===== src/rtl/regfile_banked.sv =====
// regfile_banked: banked PDP-11 register file with per-mode SP, shared PC and an inc/dec update port.
// Define REGFILE_BYPASS_EN to forward same-cycle writes to the a/b/inc_old read paths.
module regfile_banked #(
    parameter int               WIDTH    = 16,
    parameter int               NBANKS   = 2,
    parameter int               BANKW    = 1,
    parameter logic [WIDTH-1:0] RESET_PC = '0
) (
    input  logic             clk,
    input  logic             reset,
    input  logic [1:0]       mode,
    input  logic [1:0]       prev_mode,
    input  logic             use_prev,
    input  logic [BANKW-1:0] bank,
    input  logic [2:0]       sela,
    input  logic [2:0]       selb,
    output logic [WIDTH-1:0] a,
    output logic [WIDTH-1:0] b,
    input  logic             we,
    input  logic [2:0]       selw,
    input  logic [WIDTH-1:0] w,
    input  logic             inc_en,
    input  logic [2:0]       inc_sel,
    input  logic             inc_dec,
    input  logic             inc_byte,
    output logic [WIDTH-1:0] inc_old
);
    // Flat storage: R0-R5 of every bank, then SP[0..3] by mode code, then PC.
    localparam int SP_BASE = 6 * NBANKS;
    localparam int PC_IDX  = SP_BASE + 4;
    localparam int NREG    = PC_IDX + 1;
    localparam int IW      = $clog2(NREG);

    logic [WIDTH-1:0] regs [NREG];
    logic [IW-1:0]    idx_a, idx_b, idx_w, idx_i;
    logic [1:0]       mode_aw;
    logic [WIDTH-1:0] step, inc_cur, inc_new;
    logic             w_hit;

    function automatic logic [IW-1:0] phys(input logic [2:0] sel, input logic [BANKW-1:0] bk,
                                           input logic [1:0] md);
        int bi;
        bi = (int'(bk) < NBANKS) ? int'(bk) : 0;
        if (sel == 3'd7)
            phys = IW'(PC_IDX);
        else if (sel == 3'd6)
            phys = IW'(SP_BASE + int'(md));
        else
            phys = IW'(bi * 6 + int'(sel));
    endfunction

    // Only ports A and W honour use_prev (MFPI/MTPI); B and the inc port follow mode.
    assign mode_aw = use_prev ? prev_mode : mode;
    assign idx_a   = phys(sela, bank, mode_aw);
    assign idx_b   = phys(selb, bank, mode);
    assign idx_w   = phys(selw, bank, mode_aw);
    assign idx_i   = phys(inc_sel, bank, mode);

    assign inc_cur = regs[idx_i];
    assign step    = (inc_byte && inc_sel < 3'd6) ? WIDTH'(1) : WIDTH'(2);
    assign inc_new = inc_dec ? inc_cur - step : inc_cur + step;
    assign w_hit   = we && (idx_w == idx_i);

    always_ff @(posedge clk or negedge reset) begin
        if (!reset) begin
            for (int i = 0; i < NREG; i++)
                regs[i] <= (i == PC_IDX) ? RESET_PC : '0;
        end else begin
            if (inc_en && !w_hit)
                regs[idx_i] <= inc_new;
            if (we)
                regs[idx_w] <= w;
        end
    end

`ifdef REGFILE_BYPASS_EN
    // Forwarding is suppressed during reset so outputs show the cleared storage.
    function automatic logic [WIDTH-1:0] fwd(input logic [IW-1:0] idx);
        if (reset && we && idx == idx_w)
            fwd = w;
        else if (reset && inc_en && idx == idx_i)
            fwd = inc_new;
        else
            fwd = regs[idx];
    endfunction

    assign a       = fwd(idx_a);
    assign b       = fwd(idx_b);
    assign inc_old = fwd(idx_i);
`else
    assign a       = regs[idx_a];
    assign b       = regs[idx_b];
    assign inc_old = inc_cur;
`endif

endmodule

===== config.mk =====
export PLATFORM = sky130hd
export DESIGN_NAME = regfile_banked
export DESIGN_NICKNAME = d
export VERILOG_FILES = /design/src/rtl/regfile_banked.sv
export SDC_FILE = /design/constraint.sdc
export NUM_CORES = 1
export LEC_CHECK = 0
export CAP_MARGIN = 20
export CELL_PAD_IN_SITES_DETAIL_PLACEMENT = 2
export CELL_PAD_IN_SITES_GLOBAL_PLACEMENT = 2
export CORE_ASPECT_RATIO = 1.2
export CORE_MARGIN = 4
export CORE_UTILIZATION = 37
export DETAILED_ROUTE_END_ITERATION = 12
export GPL_TIMING_DRIVEN = 1
export PLACE_DENSITY_LB_ADDON = 0.1
export SETUP_SLACK_MARGIN = 0.3
export SYNTH_ARGS = -nofsm -noshare
export SYNTH_HDL_FRONTEND = slang
export SYNTH_SLANG_ARGS = --single-unit

===== constraint.sdc =====
create_clock -name clk -period 4.98 [get_ports clk]
set_clock_uncertainty 0.1 [all_clocks]
set_input_delay 0.498 -clock clk [delete_from_list [all_inputs] [get_ports clk]]
set_output_delay 0.498 -clock clk [all_outputs]
set_load 0.03 [all_outputs]

==> impl_metrics.json, run 1 <==
{
  "status": "completed",
  "clock-sinks": 272,
  "clock-root-buffer": "clkbuf_16",
  "port_buffers": 87,
  "grt_overflow": 0,
  "syn_avg_cell_area_um2": 7.740,
  "drc_errors": 0,
  "cts_tree": "yes",
  "synth_cell_types": 70,
  "reg.largest.list": "regs: 272 flops",
  "grt_pass1_wl_um": 198100,
  "synthXorXnorAreaFrac_pct": 0.5731,
  "syn-num-nets": 2802,
  "min_path_type": "in -> async",
  "wl_met2_um": 65780,
  "start_util_pct": 37.59,
  "drt-total-wl_um": 151100,
  "setup_viol": 0,
  "clk_latency_ns": 0.60,
  "antenna_found_initial": 5,
  "fillers": 6104,
  "hpwl_um": 90650,
  "dr_wl_met3_um": 17570,
  "path_max_fanout": 23,
  "max_freq_mhz": 202.4,
  "core_area_um2": 56340,
  "ys.flop_type": "dfrtp_1",
  "final_util_pct": 49.85,
  "grt_max_degree": 94,
  "yosys.area_share.simple_pct": 24.75,
  "crit_path_end_kind": "primary output",
  "syn_to_final_growth_pct": 32.62,
  "layout_common_cells": "nand2_1, buf_4, dfrtp_1",
  "timing_hold_violations_final": 0,
  "cts.htree.levels": 2,
  "synthAdderAreaFrac_pct": 1.713,
  "numCtsBuffers": 37,
  "yosys.area.top_type": "dfrtp_1",
  "vias": 27082,
  "synth_mux_area_share_pct": 17.26,
  "clk_pin_slew_worst_paths_ns": 0.06,
  "peakVddDrop_v": 0.0002985,
  "yosys_warnings": 0,
  "cp.required_ns": 4.38,
  "netlist.area_leader.share_pct": 32.14,
  "critical_path_class": "in -> out",
  "drt-initial-drc-count": 3790,
  "tightest_slew_ns": 1.235,
  "powerDensity_nw_per_um2": 605.9,
  "final_nets": 3036,
  "synthesis.area_um2": 21180,
  "rsz0062_at_grt": "yes",
  "layout_commonest_cell": "nand2_1",
  "yosys_register_bits": 272,
  "cp-start-kind": "input port",
  "synth-edff-count": 0,
  "drtPass1Iterations": 5,
  "rows": 95,
  "p_leak_nw": 12.25,
  "finalPower_mw": 17.02,
  "largest_reg_flops": 272,
  "postRouteAntennaNets": 0,
  "die-height_um": 270.1,
  "largest-register": "regs",
  "vias_per_cell": 7.261,
  "period_minus_slack_ns": 4.941,
  "synth-compound-area-share_pct": 18.35,
  "track_usage_pct": 44.06,
  "gp_congestion": 0.9621,
  "slew_headroom_pct": 17.65,
  "finalCritPeriodShare_pct": 99.21,
  "synth_top_cells_by_area": "dfrtp_1, nand2_1, mux2i_1",
  "synth_top_family_by_area": "simple AND/OR/NAND/NOR gates",
  "wl_per_cell_um": 40.50,
  "synth-async-reset-ratio_pct": 100.0,
  "ios": 88,
  "wl_met1_um": 50850,
  "syn-instance-count": 2736,
  "grt_pass1_vias": 28189,
  "cts_max_path_buffers": 3,
  "whs_ns": 0.3751,
  "die_x_um": 226.4,
  "top_layer": "met5",
  "worstPathArrival_ns": 4.34,
  "layout-drive-gt1-share_pct": 23.12,
  "slew_viol_final": 0,
  "cap_violations": 0,
  "die_area_um2": 61150,
  "seq_area_frac_synth_pct": 32.14
}
[per-stage QoR]
| stage | instance area, µm² | setup WS (ns) | std cells | setup TNS [ns] |
|---|---|---|---|---|
| 3_5_place_dp | 25580 | -0.7927 | 3604 | -83.43 |
| 4_1_cts | 27540 | 0.2732 | 3695 | 0 |
| 2_1_floorplan | 21420 | 0.2706 | 2736 | 0 |
| 3_3_place_gp | 25580 | -0.6547 | 3604 | -46.59 |
| 6_report | 28090 | 0.03950 | 3730 | 0 |
| 5_1_grt | 28070 | 0.06282 | 3725 | 0 |
[routing by layer]
metal	up-vias	track usage, %
li1	10192	-
met1	13738	50.51
met3	996	12.37
met2	2150	67.82
met4	6	36.52
met5	-	0
[worst max-delay path, stage by stage]
cell,delay (ns)
clkdlybuf4s50_1,0.67
nand2_1,0.24
nor2_2,0.32
a22o_4,0.44
buf_12,0.24
buf_12,0.22
nand2_1,0.09
and3_1,0.18
a311oi_1,0.43
a311oi_1,0.13
o31ai_1,0.46
buf_4,0.24
buf_12,0.12
[logic make-up (layout without fill, tap and decap cells)]
family | after synthesis | in the layout
fa+ha+maj | 26 | 26
compound gates | 625 | 625
mux | 281 | 281
xor+xnor | 13 | 13
buf+inv | 279 | 541
flops | 272 | 272
simple gates | 1240 | 1240
other cells | 0 | 5
[cell usage after synthesis (7+ instances only)]
cell type and n:
ha_1 21, o21ai_1 16, xnor2_1 7, mux2i_1 211, a211oi_1 35, nand2_1 843
a31oi_1 58, nand3_1 168, o221ai_1 10, and3_1 54, inv_1 17, clkbuf_1 193
nor3_1 15, dfrtp_1 272, a22oi_1 19, buf_1 35, a311oi_1 50, o41ai_1 8
o21ai_0 235, mux4_2 67, nand2b_1 7, buf_2 28, and3b_1 10, nor3b_1 8
nor2_1 98, o211ai_1 9, o31ai_1 18, a21oi_1 99, a21o_1 16, o22ai_1 8
[power breakdown]
group	total, mW	switching, mW	leakage [nW]	internal, mW
Combinational	9.07	5.26	8.29	3.80
Sequential	4.90	1.62	3.33	3.28
Clock	3.05	1.25	0.637	1.79
Total	17.0	8.14	12.3	8.88
[timing repair]
action | 4_1_cts | 5_1_grt
buffers inserted | 19 | 25
endpoints found under the hold margin | 55 | 0
hold buffers | 1 | 0
cloned | 4 | 2
setup endpoints to repair | 158 | 209
pin swaps | 18 | 36
gates resized for setup | 73 | 67
[layout make-up]
type	count	area, µm²	share of cell area [%]
Inverter	18	67.56	0.2406
Multi-Input combinational cell	2185	14230	50.67
Sequential cell	272	6807	24.23
Clock buffer	50	1045	3.720
Antenna cell	5	12.51	0.04455
Timing Repair Buffer	456	4742	16.88
Tap cell	727	909.6	3.239
Clock inverter	17	272.8	0.9712
[worst paths after layout]
path,from,endpoint,slack [ns],cells after the start
min in group clk,regs[72],regs[72],0.52,2
worst min register to register,regs[72],regs[72],0.52,2
worst min-delay path,reset,regs[40],0.38,2
worst max-delay path,sela[2],a[14],0.04,13
worst max register to register,regs[96],regs[126],0.59,19
max in group asynchronous,reset,regs[196],3.12,3
No activity file was read; power rests on OpenSTA's default activity.
==> inputs of run 2 (changes only) <==
--- a/config.mk
+++ b/config.mk
@@ -13,7 +13,7 @@
 export CORE_UTILIZATION = 37
 export DETAILED_ROUTE_END_ITERATION = 12
 export GPL_TIMING_DRIVEN = 1
-export PLACE_DENSITY_LB_ADDON = 0.1
+export PLACE_DENSITY = 0.79
 export SETUP_SLACK_MARGIN = 0.3
 export SYNTH_ARGS = -nofsm -noshare
 export SYNTH_HDL_FRONTEND = slang
==> run 2 against run 1 <==
Net effect:
- the run now ends with setup timing left
- final cell count fell by 2.1%
- sequential cell count did not move
- utilization fell by 1.7 points
- hold slack improved by 0.042 ns
- die area did not move
- via count fell by 0.29%
- highest routed layer unchanged
==> impl_metrics.json, run 2 (same netlist as run 1, synthesis figures left out) <==
{
  "drc_errors": 0,
  "violations": "setup timing",
  "tightest_slew_ns": 1.314,
  "start_util_pct": 37.59,
  "antenna_found_initial": 6,
  "crit_chain": "dlygate4sd2_1, and4b_2, nor2_4, buf_12, mux4_2, a22oi_2, mux2i_1, nor2_1, or2_2, ha_1, inv_1, fa_2, a211oi_4, o21ai_2, a31oi_1, buf_4, a211oi_4, buf_4, nor2_2, buf_12, mux2i_1, o21ai_0",
  "reg2reg_slack_ns": 0.35,
  "largest_reg_flops": 272,
  "vias_per_cell": 7.398,
  "layout-drive-gt1-share_pct": 20.77,
  "rr_endpoint": "regs[60]",
  "final_nets": 2961,
  "clockPowerShare_pct": 18.1,
  "p_sw_share_pct": 48.65,
  "wl_per_cell_um": 40.92,
  "grt_max_degree": 130,
  "status": "finished with violations",
  "grt_overflow": 0,
  "switchingPower_mw": 7.950,
  "slew_viol_final": 0,
  "combPwrFrac_pct": 51.6,
  "grt_pass1_vias": 28571,
  "cp-start-kind": "input port",
  "crit_path_end_kind": "register",
  "powerDensity_nw_per_um2": 602.9,
  "reg.largest.list": "regs: 272 flops",
  "critical_path_class": "in -> reg",
  "drtPass1Iterations": 5,
  "critPathMaxStageDelay_ns": 0.65,
  "setup_tns_ns": -0.2804,
  "setup_viol": 7,
  "cp.required_ns": 5.36,
  "gp_congestion": 0.9580,
  "die_x_um": 226.4,
  "rows": 95,
  "peakVddDrop_v": 0.0002425,
  "p_leak_nw": 11.73,
  "final_util_pct": 48.11,
  "seqPwrFrac_pct": 30.3,
  "slowest_stage": "mux4_2",
  "clk_pin_slew_worst_paths_ns": 0.06,
  "drt-total-wl_um": 149300,
  "period_minus_slack_ns": 5.081,
  "rsz0062_at_grt": "yes",
  "layout_common_cells": "nand2_1, dfrtp_1, buf_4",
  "min_path_type": "in -> async",
  "r2r-start": "regs[32]",
  "syn_to_final_growth_pct": 28.00,
  "die_area_um2": 61150,
  "clock-sinks": 272,
  "cp_top_family": "buffers and inverters",
  "postRouteAntennaNets": 0,
  "cap_violations": 0,
  "antennaDiodeCount": 0,
  "ios": 88,
  "setup_ws_ns": -0.1009,
  "cts.htree.levels": 2,
  "grt_pass1_wl_um": 200400,
  "track_usage_pct": 44.40,
  "numCtsBuffers": 37,
  "cts_max_path_buffers": 3,
  "max_freq_mhz": 196.8,
  "cts_tree": "yes",
  "clk_latency_ns": 0.61,
  "vias": 27003,
  "r2r_cells": 18,
  "port_buffers": 87,
  "layout_commonest_cell": "nand2_1",
  "largest-register": "regs",
  "path_max_fanout": 17,
  "path_depth": 22,
  "critPathBufInv": 6,
  "drt-initial-drc-count": 3783,
  "core_area_um2": 56340,
  "p_int_mw": 8.393,
  "worstPathArrival_ns": 5.46,
  "clock-root-buffer": "clkbuf_16",
  "finalCritPeriodShare_pct": 102.0,
  "slew_headroom_pct": 12.40,
  "die-height_um": 270.1,
  "hpwl_um": 86820,
  "timing_hold_violations_final": 0
}
run 2: how the worst max path moves through the flow:
| stage | slack, ns | start | endpoint |
|---|---|---|---|
| 2_1_floorplan | 0.27 | bank | regs[238] |
| 3_3_place_gp | -0.53 | bank | regs[238] |
| 3_5_place_dp | -0.68 | bank | regs[223] |
| 4_1_cts | 0.28 | inc_sel[2] | regs[223] |
| 5_1_grt | -0.17 | inc_sel[1] | regs[60] |
| 6_report | -0.10 | inc_sel[0] | regs[60] |
run 2: stage by stage:
stage | std cells | hold slack [ns] | area [µm²] | setup WS (ns) | power (mW)
global route | 3650 | 0.5182 | 27110 | -0.1699 | 16.71
CTS | 3640 | 0.4841 | 26900 | 0.2804 | 15.31
finish | 3650 | 0.4171 | 27110 | -0.1009 | 16.34
floorplan | 2736 | 0.1024 | 21420 | 0.2706 | 8.246
global placement | 3558 | 0.4669 | 25120 | -0.5304 | 11.36
detailed placement | 3558 | 0.4906 | 25120 | -0.6785 | 11.95
run 2: repair_timing:
| action | CTS | global route |
|---|---|---|
| pin swaps | 15 | 13 |
| endpoints found under the setup margin | 167 | 167 |
| resized for setup | 81 | 41 |
| hold buffers | 1 | 0 |
| cloned | 1 | 0 |
| setup buffers | 13 | 10 |
| hold endpoints to repair | 95 | 0 |
run 2: power groups by stage:
stage / clock, mW / sequential, mW / combinational (mW)
3_3_place_gp: 0 / 4.54 / 6.82
2_1_floorplan: 0 / 4.07 / 4.17
4_1_cts: 2.90 / 4.69 / 7.72
5_1_grt: 3.02 / 4.96 / 8.73
3_5_place_dp: 0 / 4.66 / 7.29
6_report: 2.95 / 4.96 / 8.43
run 2: layout make-up:
| class | count | area [µm²] |
|---|---|---|
| clock inverters | 14 | 191.4 |
| flip-flops and latches | 272 | 6807 |
| well taps | 727 | 909.6 |
| multi-input cells | 2185 | 14170 |
| fillers | 6013 | 29230 |
| repair buffers | 381 | 3890 |
| clock buffers | 53 | 1077 |
| inverters | 18 | 67.56 |
run 2: routing by layer:
metal | up-vias | share of wire (%) | global-route usage (%)
li1 | 10011 | - | -
met1 | 13542 | 33 | 49.00
met2 | 2356 | 43 | 68.03
met3 | 1092 | 12 | 14.13
met4 | 2 | 12 | 39.39
met5 | - | 0.0087 | 0
run 2: worst register-to-register path: stages, from the launching register on:
cell	delay, ns
dfrtp_1	0.46
mux4_2	0.65
a22oi_2	0.21
mux2i_1	0.12
nor2_1	0.18
or2_2	0.16
ha_1	0.19
inv_1	0.11
fa_2	0.43
a211oi_4	0.27
o21ai_2	0.11
a31oi_1	0.23
buf_4	0.17
a211oi_4	0.07
buf_4	0.18
nor2_2	0.25
buf_12	0.20
mux2i_1	0.12
o21ai_0	0.29
